==> config.mk <==
export PLATFORM = sky130hd
export DESIGN_NAME = uc_multiciclo
export DESIGN_NICKNAME = d
export VERILOG_FILES = /design/src/rtl/uc_multiciclo_pkg.sv /design/src/rtl/ula_decoder.sv /design/src/rtl/uc_multiciclo.sv
export SDC_FILE = /design/constraint.sdc
export NUM_CORES = 1
export LEC_CHECK = 0
export BUFFER_PORTS_ARGS = -buffer_cell sky130_fd_sc_hd__buf_2
export CORE_MARGIN = 1
export CORE_UTILIZATION = 43
export DETAILED_ROUTE_END_ITERATION = 16
export GPL_TIMING_DRIVEN = 0
export PLACE_DENSITY = 0.82
export RECOVER_POWER = 50
export SETUP_SLACK_MARGIN = 0.02
export SYNTH_ARGS = -nofsm -noshare
export SYNTH_HDL_FRONTEND = slang
export SYNTH_HIERARCHICAL = 1
export SYNTH_SLANG_ARGS = --single-unit
==> constraint.sdc <==
create_clock -name clk -period 1.55 [get_ports clk]
set_clock_uncertainty 0.05 [all_clocks]
set_input_delay 0.31 -clock clk [delete_from_list [all_inputs] [get_ports clk]]
set_output_delay 0.31 -clock clk [all_outputs]
set_load 0.02 [all_outputs]
==> src/rtl/uc_multiciclo_pkg.sv <==
// Shared types and encodings for the multicycle RISC-V control unit.
package uc_multiciclo_pkg;

    localparam int unsigned STATE_W = 4;

    typedef enum logic [STATE_W-1:0] {
        S_START,
        S_FETCH,
        S_DECODE,
        S_MEMADR,
        S_MEMREAD,
        S_MEMWB,
        S_MEMWRITE,
        S_EXECR,
        S_EXECI,
        S_ALUWB,
        S_HALT
    } state_t;

    localparam logic [2:0] ULA_ADD = 3'b000;
    localparam logic [2:0] ULA_SUB = 3'b001;
    localparam logic [2:0] ULA_AND = 3'b010;
    localparam logic [2:0] ULA_OR  = 3'b011;
    localparam logic [2:0] ULA_SLT = 3'b101;

    localparam logic [1:0] ULAOP_ADD   = 2'b00;
    localparam logic [1:0] ULAOP_FUNCT = 2'b10;

    localparam logic [6:0] OP_LW    = 7'b0000011;
    localparam logic [6:0] OP_SW    = 7'b0100011;
    localparam logic [6:0] OP_RTYPE = 7'b0110011;
    localparam logic [6:0] OP_ITYPE = 7'b0010011;

    localparam logic [2:0] F3_ADDSUB = 3'b000;
    localparam logic [2:0] F3_SLT    = 3'b010;
    localparam logic [2:0] F3_OR     = 3'b110;
    localparam logic [2:0] F3_AND    = 3'b111;

    localparam logic [6:0] F7_BASE = 7'b0000000;
    localparam logic [6:0] F7_ALT  = 7'b0100000;

    localparam logic [1:0] SRCA_PC   = 2'b00;
    localparam logic [1:0] SRCA_REGA = 2'b10;

    localparam logic [1:0] SRCB_REGB = 2'b00;
    localparam logic [1:0] SRCB_IMM  = 2'b01;
    localparam logic [1:0] SRCB_FOUR = 2'b10;

    localparam logic [1:0] RES_ULAOUT    = 2'b00;
    localparam logic [1:0] RES_DATA      = 2'b01;
    localparam logic [1:0] RES_ULARESULT = 2'b10;

endpackage

==> src/rtl/ula_decoder.sv <==
// ULA operation decoder: plain add, or funct-field decode for R/I arithmetic.
module ula_decoder
    import uc_multiciclo_pkg::*;
(
    input  logic [1:0] ula_op,
    input  logic       op5,
    input  logic [2:0] funct3,
    input  logic       funct7_5,
    output logic [2:0] ula_control,
    output logic       funct_illegal
);

    logic [2:0] funct_ctrl;

    // op5 separates R-type from I-type, so addi can never become sub
    always_comb begin
        funct_ctrl    = ULA_ADD;
        funct_illegal = 1'b0;
        case (funct3)
            F3_ADDSUB: funct_ctrl = (op5 && funct7_5) ? ULA_SUB : ULA_ADD;
            F3_SLT:    funct_ctrl = ULA_SLT;
            F3_OR:     funct_ctrl = ULA_OR;
            F3_AND:    funct_ctrl = ULA_AND;
            default:   funct_illegal = 1'b1;
        endcase
        ula_control = (ula_op == ULAOP_FUNCT) ? funct_ctrl : ULA_ADD;
    end

endmodule

==> src/rtl/uc_multiciclo.sv <==
// Multicycle control FSM for the shared-memory RISC-V datapath (lw/sw/R/I subset).
module uc_multiciclo
    import uc_multiciclo_pkg::*;
#(
    parameter int unsigned CNT_W = 16
) (
    input  logic             clk,
    input  logic             rst_n,
    input  logic [6:0]       OP,
    input  logic [2:0]       Funct3,
    input  logic [6:0]       Funct7,
    input  logic             MemAck,
    output logic             MemReq,
    output logic             MemWrite,
    output logic             AdrSrc,
    output logic             IRWrite,
    output logic             PCWrite,
    output logic             RegWrite,
    output logic             ImmSrc,
    output logic [1:0]       ULASrcA,
    output logic [1:0]       ULASrcB,
    output logic [1:0]       ResultSrc,
    output logic [2:0]       ULAControl,
    output logic             InstrDone,
    output logic [CNT_W-1:0] InstrCount,
    output logic             Illegal
);

    state_t     state;
    state_t     state_next;
    logic [1:0] ula_op;
    logic [2:0] ula_ctrl_dec;
    logic       funct_illegal;
    logic       r_funct7_ok;

    ula_decoder u_ula_decoder (
        .ula_op        (ula_op),
        .op5           (OP[5]),
        .funct3        (Funct3),
        .funct7_5      (Funct7[5]),
        .ula_control   (ula_ctrl_dec),
        .funct_illegal (funct_illegal)
    );

    assign ULAControl  = ula_ctrl_dec;
    assign Illegal     = (state == S_HALT);
    // sub encoding is only valid together with funct3=000
    assign r_funct7_ok = (Funct7 == F7_BASE) || ((Funct7 == F7_ALT) && (Funct3 == F3_ADDSUB));

    always_ff @(posedge clk or negedge rst_n) begin
        if (!rst_n) begin
            state <= S_START;
        end else begin
            state <= state_next;
        end
    end

    always_ff @(posedge clk or negedge rst_n) begin
        if (!rst_n) begin
            InstrCount <= '0;
        end else if (InstrDone) begin
            InstrCount <= InstrCount + CNT_W'(1);
        end
    end

    always_comb begin
        state_next = state;
        MemReq     = 1'b0;
        MemWrite   = 1'b0;
        AdrSrc     = 1'b0;
        IRWrite    = 1'b0;
        PCWrite    = 1'b0;
        RegWrite   = 1'b0;
        ImmSrc     = 1'b0;
        ULASrcA    = SRCA_PC;
        ULASrcB    = SRCB_REGB;
        ResultSrc  = RES_ULAOUT;
        InstrDone  = 1'b0;
        ula_op     = ULAOP_ADD;

        case (state)
            S_START: state_next = S_FETCH;
            S_FETCH: begin
                MemReq    = 1'b1;
                ULASrcB   = SRCB_FOUR;
                ResultSrc = RES_ULARESULT;
                IRWrite   = MemAck;
                PCWrite   = MemAck;
                if (MemAck) state_next = S_DECODE;
            end
            S_DECODE: begin
                case (OP)
                    OP_LW, OP_SW: state_next = S_MEMADR;
                    OP_RTYPE:     state_next = (funct_illegal || !r_funct7_ok) ? S_HALT : S_EXECR;
                    OP_ITYPE:     state_next = funct_illegal ? S_HALT : S_EXECI;
                    default:      state_next = S_HALT;
                endcase
            end
            S_MEMADR: begin
                ULASrcA    = SRCA_REGA;
                ULASrcB    = SRCB_IMM;
                ImmSrc     = (OP == OP_SW);
                state_next = (OP == OP_SW) ? S_MEMWRITE : S_MEMREAD;
            end
            S_MEMREAD: begin
                MemReq = 1'b1;
                AdrSrc = 1'b1;
                if (MemAck) state_next = S_MEMWB;
            end
            S_MEMWB: begin
                ResultSrc  = RES_DATA;
                RegWrite   = 1'b1;
                InstrDone  = 1'b1;
                state_next = S_FETCH;
            end
            S_MEMWRITE: begin
                MemReq    = 1'b1;
                MemWrite  = 1'b1;
                AdrSrc    = 1'b1;
                InstrDone = MemAck;
                if (MemAck) state_next = S_FETCH;
            end
            S_EXECR: begin
                ULASrcA    = SRCA_REGA;
                ULASrcB    = SRCB_REGB;
                ula_op     = ULAOP_FUNCT;
                state_next = S_ALUWB;
            end
            S_EXECI: begin
                ULASrcA    = SRCA_REGA;
                ULASrcB    = SRCB_IMM;
                ula_op     = ULAOP_FUNCT;
                state_next = S_ALUWB;
            end
            S_ALUWB: begin
                ResultSrc  = RES_ULAOUT;
                RegWrite   = 1'b1;
                InstrDone  = 1'b1;
                state_next = S_FETCH;
            end
            S_HALT:  state_next = S_HALT;
            default: state_next = S_START;
        endcase
    end

endmodule
# --- Word-level counts from Yosys, hierarchy flattened ---
# Cells that the tools add are included.
totals:
  ff_bits: 20
  in_bits: 20
  out_inout_bits: 34
op_classes:
  addsub: 1
  n_eq_ne: 22
  mux: 23
  reduce_logical: 18
ops:
  columns: ["operator", "count"]
  rows:
  - ["$pmux W4 S8", 1]
  - ["$eq A7 B6 Y1 const B", 3]
  - ["$add A16 B1 Y16 const B", 1]
  - ["$eq A4 B3 Y1 const B", 4]
  - ["$mux W4", 4]
  - ["$eq A4 B4 Y1 const B", 3]
  - ["$pmux W3 S4", 1]
  - ["$pmux W4 S3", 1]
  - ["$reduce_or A2 Y1", 5]
  - ["$reduce_or A3 Y1", 3]
  - ["$eq A4 B2 Y1 const B", 2]
  - ["$mux W1", 8]
  - ["$mux W2", 4]
  - ["$pmux W2 S2", 2]
  - ["$eq A7 B2 Y1 const B", 1]
  - ["$eq A7 B5 Y1 const B", 1]
  - ["$logic_not A7 Y1", 1]
  - ["$eq A3 B3 Y1 const B", 2]
  - ["$ne A2 B2 Y1 const B", 3]
  - ["$eq A4 B1 Y1 const B", 1]
  - ["$logic_not A4 Y1", 1]
  - ["$reduce_or A4 Y1", 1]
  - ["$eq A3 B2 Y1 const B", 1]
  - ["$logic_not A3 Y1", 1]
  - ["7 further kinds", 9]

# --- Logic depth before layout (Yosys ltp) ---
depth:
  depth_word: 8
  depth_mapped: 7
  ltp_nobuf: 6

# --- Cells and area by module ---
# Netlist, hierarchy kept.
modules_own_cells:
  columns: ["mod", "instances", "cells_each", "area_each_um2"]
  rows:
  - ["uc_multiciclo", 1, 136, 1248.7]
  - ["ula_decoder", 1, 8, 63.8]

# --- Worst setup path after synthesis ---
# OpenSTA, ideal clock, no wires.
synth_path:
  path_kind: "flip-flop to output port"
  startpoint: "reg state[3]"
  endpoint: "out ULAControl[2]"
  arrival_time_ns: 1.711
  slack_ns: -0.521
  path_stages_with_launch: 7
  path_buffers: 1
  cell_sequence: "dfrtp_1 -> clkbuf_1 -> nand2b_1 -> nand2b_1 -> o21ai_1 -> nand2b_1 -> nor4_1"
synth_between:
  elab_chain_cells: 5
synth_rtl:
  columns: ["item", "line_no", "source"]
  rows:
  - ["from (decl)", "uc_multiciclo.sv:29", "state_t state;"]
  - ["from (signal assigned)", "uc_multiciclo.sv:54", "state <= state_next;"]
  - ["$eq A4 B4 Y1 / $eq A4 B3 Y1 (equally long branches)", "uc_multiciclo.sv:81", "case (state)"]
  - ["$reduce_or A2 Y1 (no line) (*)", null, null]
  - ["$mux W2 (*)", "uc_multiciclo.sv:81", null]
  - ["via ula_op[1]", "uc_multiciclo.sv:31", "logic [1:0] ula_op;"]
  - ["$eq A2 B2 Y1 (*)", "ula_decoder.sv:26", "ula_control = (ula_op == ULAOP_FUNCT) ? funct_ctrl : ULA_ADD;"]
  - ["$mux W3 (*)", "ula_decoder.sv:26", null]
  - ["to (decl)", "uc_multiciclo.sv:23", "output logic [2:0] ULAControl,"]
# The timed path passes the listed nets; every way through them passes the cells marked *.

# --- Worst setup path after layout ---
layout_path:
  startpoint: "reg state[3]"
  endpoint: "out InstrDone"
layout_between:
  elab_chain_cells: 3
layout_rtl:
  columns: ["item", "line_no", "source"]
  rows:
  - ["$eq A4 B4 Y1 / $eq A4 B3 Y1 (equally long branches)", "uc_multiciclo.sv:81", null]
  - ["$reduce_or A2 Y1 (no line)", null, null]
  - ["$pmux W1 S2 (*)", "uc_multiciclo.sv:81", null]
  - ["to (decl)", "uc_multiciclo.sv:24", "output logic InstrDone,"]
# Mark *: on every way between the ends. The rest lies on a longest branch, timed or not.

==> out/summary.txt <==
Largest net degree at the start of global routing: 21
Leakage Power: 0.00106 uW
Setup Crit Path Kind: reg -> out
Total power: 3750 uW
Max cap viols: 0
Post-Synth XOR/XNOR Area: 0.113
Post-Synth Adder-Cell Area: 0.00953
Root Buffer: clkbuf_4
RSZ-0062 raised after global routing: yes
Ys async rst share: 1.00
Input/output buffers: 52
Post-synth EDFFs: 0
Die ar.: 3280 um2
GRT Total Usage: 0.258
Pwr dens: 1680 nW/um2
Final slew viol count: 0
Yosys warns: 6
Total grt overflow: 0
Simple-gate share of the synthesized area: 0.309
Placed cell area: 1710 um2
WL per Instance: 17.4 um
Clock-pin slew on the worst setup and hold paths: 0.12 ns
Period utilization: 1.33
Synth cell types: 46
Max IR drop VDD: 0.000918 V
H-tree Lvls: 1
Via count: 1,415
HPWL Detailed: 2260 um
Peak Freq: 0.484 GHz
Routability-driven placement congestion ratio: 0.834
Core ar.: 2830 um2
Die Y: 57.3 um
Share of layout cells above drive strength 1: 0.561
WHS: 0.308 ns
Final worst slack: -0.515 ns
Synth area leaders: dfrtp_1, xnor2_1, xor2_1
# DRC: 3
Initial Utilization: 0.464
Seq/Total Area, Yosys: 0.381
Worst Path Required: 1.19 ns
Setup crit start kind: register
Crit-path max FO: 9
# diodes: 0
# IOs: 54
DR pass1 iterations: 10
Synth Flop Type: dfrtp_1
CP endpoint kind: output pin
Num CTS Buffers: 3
Design area: 2230 um2
Cells on worst reg2reg path: 6
Tightest Hold Check Type: in -> reg
Synthesized flop and latch total: 20
Drt via density: 5.62
Post-synthesis mux area share: 0
Syn Area/Cell: 9.11 um2
Fin crit period: 2.06 ns
Final hold vios: 0
Failing checks: design-rule violations, negative setup slack
CTS tree: done
Setup_tns: -8.92 ns
DP Cell Count: 228
ANT nets after route: 0
Max Root-Sink Buffers: 2
Initial antenna violation count: 0
Synth area leader: dfrtp_1
# rows: 19
Status: finished with violations
First-pass GRT wire length: 6300 um
Vias in the first global route: 1,352
Nets: 243
Routed wire length: 4390 um
Post-synthesis compound-gate area fraction: 0.117
Total clock sinks: 20
Synthesis-to-layout area growth: 70.2%
Cells after Synth: 144
CP arrival: 1.70 ns
Die Wd: 57.3 um
Largest family of logic cells by synthesized area: simple AND/OR/NAND/NOR gates
Final setup viols: 35
Top cell type's share of synthesized area: 0.381
DR iter-0 viols: 79
Clock Latency Late Sink: 0.31 ns
Hold depth: 3
Synth Cell Area: 1310 um2
Post-route insts no fill: 252
-- cells by family after synthesis --
kind of cell    after synthesis
compound gates               21
xor+xnor                     17
fa+ha+maj                     1
buf+inv                      16
flops                        20
other cells                   1
simple gates                 68
-- routing by layer --
metal  vias to the layer above  GRT usage  routed length (um)
met5                         -          0                   0
met4                         0      0.150                  72
met3                        10     0.0227                 255
met2                        64      0.432                2330
met1                       678      0.326                1730
li1                        663          -                   -
-- worst paths after layout --
kind,startpoint,endpoint,slack [ns]
worst max register to register,state[3],InstrCount[12],-0.36
worst max-delay path,state[3],InstrDone,-0.51
worst min register to register,InstrCount[15],InstrCount[15],0.42
max in group asynchronous,rst_n,InstrCount[2],0.65
min in group asynchronous,rst_n,InstrCount[3],0.44
worst min-delay path,OP[5],state[1],0.31
-- layout by cell type (no fill, tap or decap), types with 2 or more instances in the layout --
| master | count |
|---|---|
| nand2_1 | 9 |
| nor4_4 | 2 |
| conb_1 | 2 |
| buf_4 | 22 |
| nand2b_4 | 6 |
| o21ai_0 | 2 |
| nand4_1 | 7 |
| xnor2_1 | 8 |
| o21ai_1 | 2 |
| nor3_1 | 3 |
| nor2_4 | 4 |
| a21oi_1 | 2 |
| buf_6 | 20 |
| nor2_2 | 5 |
| nand3_1 | 3 |
| nor3b_1 | 3 |
| dfrtp_2 | 2 |
| inv_1 | 5 |
| dfrtp_1 | 18 |
| nor3_4 | 3 |
| and3_1 | 2 |
| clkbuf_8 | 2 |
| nor3_2 | 2 |
| clkbuf_4 | 3 |
| nor2_1 | 3 |
| a211o_1 | 2 |
| xor2_1 | 7 |
| buf_2 | 34 |
-- what timing repair did --
action,4_1_cts,5_1_grt
setup buffers,13,8
gates resized for setup,51,30
hold endpoints to repair,20,0
hold buffers,1,0
setup endpoints to repair,33,35
pin swaps,9,9
-- cell usage after synthesis (3+ instances only) --
library cell / number
a21oi_1: 3
buf_4: 3
clkbuf_1: 4
dfrtp_1: 20
inv_1: 5
nand2_1: 11
nand2b_1: 6
nand3_1: 4
nand4_1: 7
nor2_1: 12
nor3_1: 8
nor3b_1: 4
o21ai_0: 3
o21ai_1: 3
xnor2_1: 9
xor2_1: 8
-- power by group --
group	internal (uW)	switching (uW)	leakage (uW)	total (uW)
Sequential	641	164	0.000246	806
Clock	261	176	0.0000279	437
Combinational	1190	1320	0.000789	2510
Total	2090	1660	0.00106	3750
-- registers in the layout, summed over array words and instances (netlist names) --
signal      count
InstrCount     16
state           4
-- layout make-up --
cell class                 count  area, um2
clock inverter                 1       30.0
inverter                       6       30.0
sequential                    20        503
fill                         162        596
clock buffer                   3       22.5
buffer                         8       91.3
multi-input combinational    109        971
tap                           31       38.8
timing repair buffer          74        547
-- critical path, stage by stage (launching register included) --
cell,delay (ns)
dfrtp_1,0.45
nand2b_4,0.24
o32a_1,0.37
buf_6,0.16
inv_8,0.07
buf_6,0.11
-- through the flow --
| step | util | setup slack (ns) |
|---|---|---|
| after global placement | 0.605 | -0.287 |
| after CTS | 0.727 | -0.499 |
| after detailed placement | 0.605 | -0.344 |
| final | 0.789 | -0.515 |
| after floorplan | - | -0.134 |
| after global routing | 0.789 | -0.554 |
No activity file was read; power rests on OpenSTA's default activity.
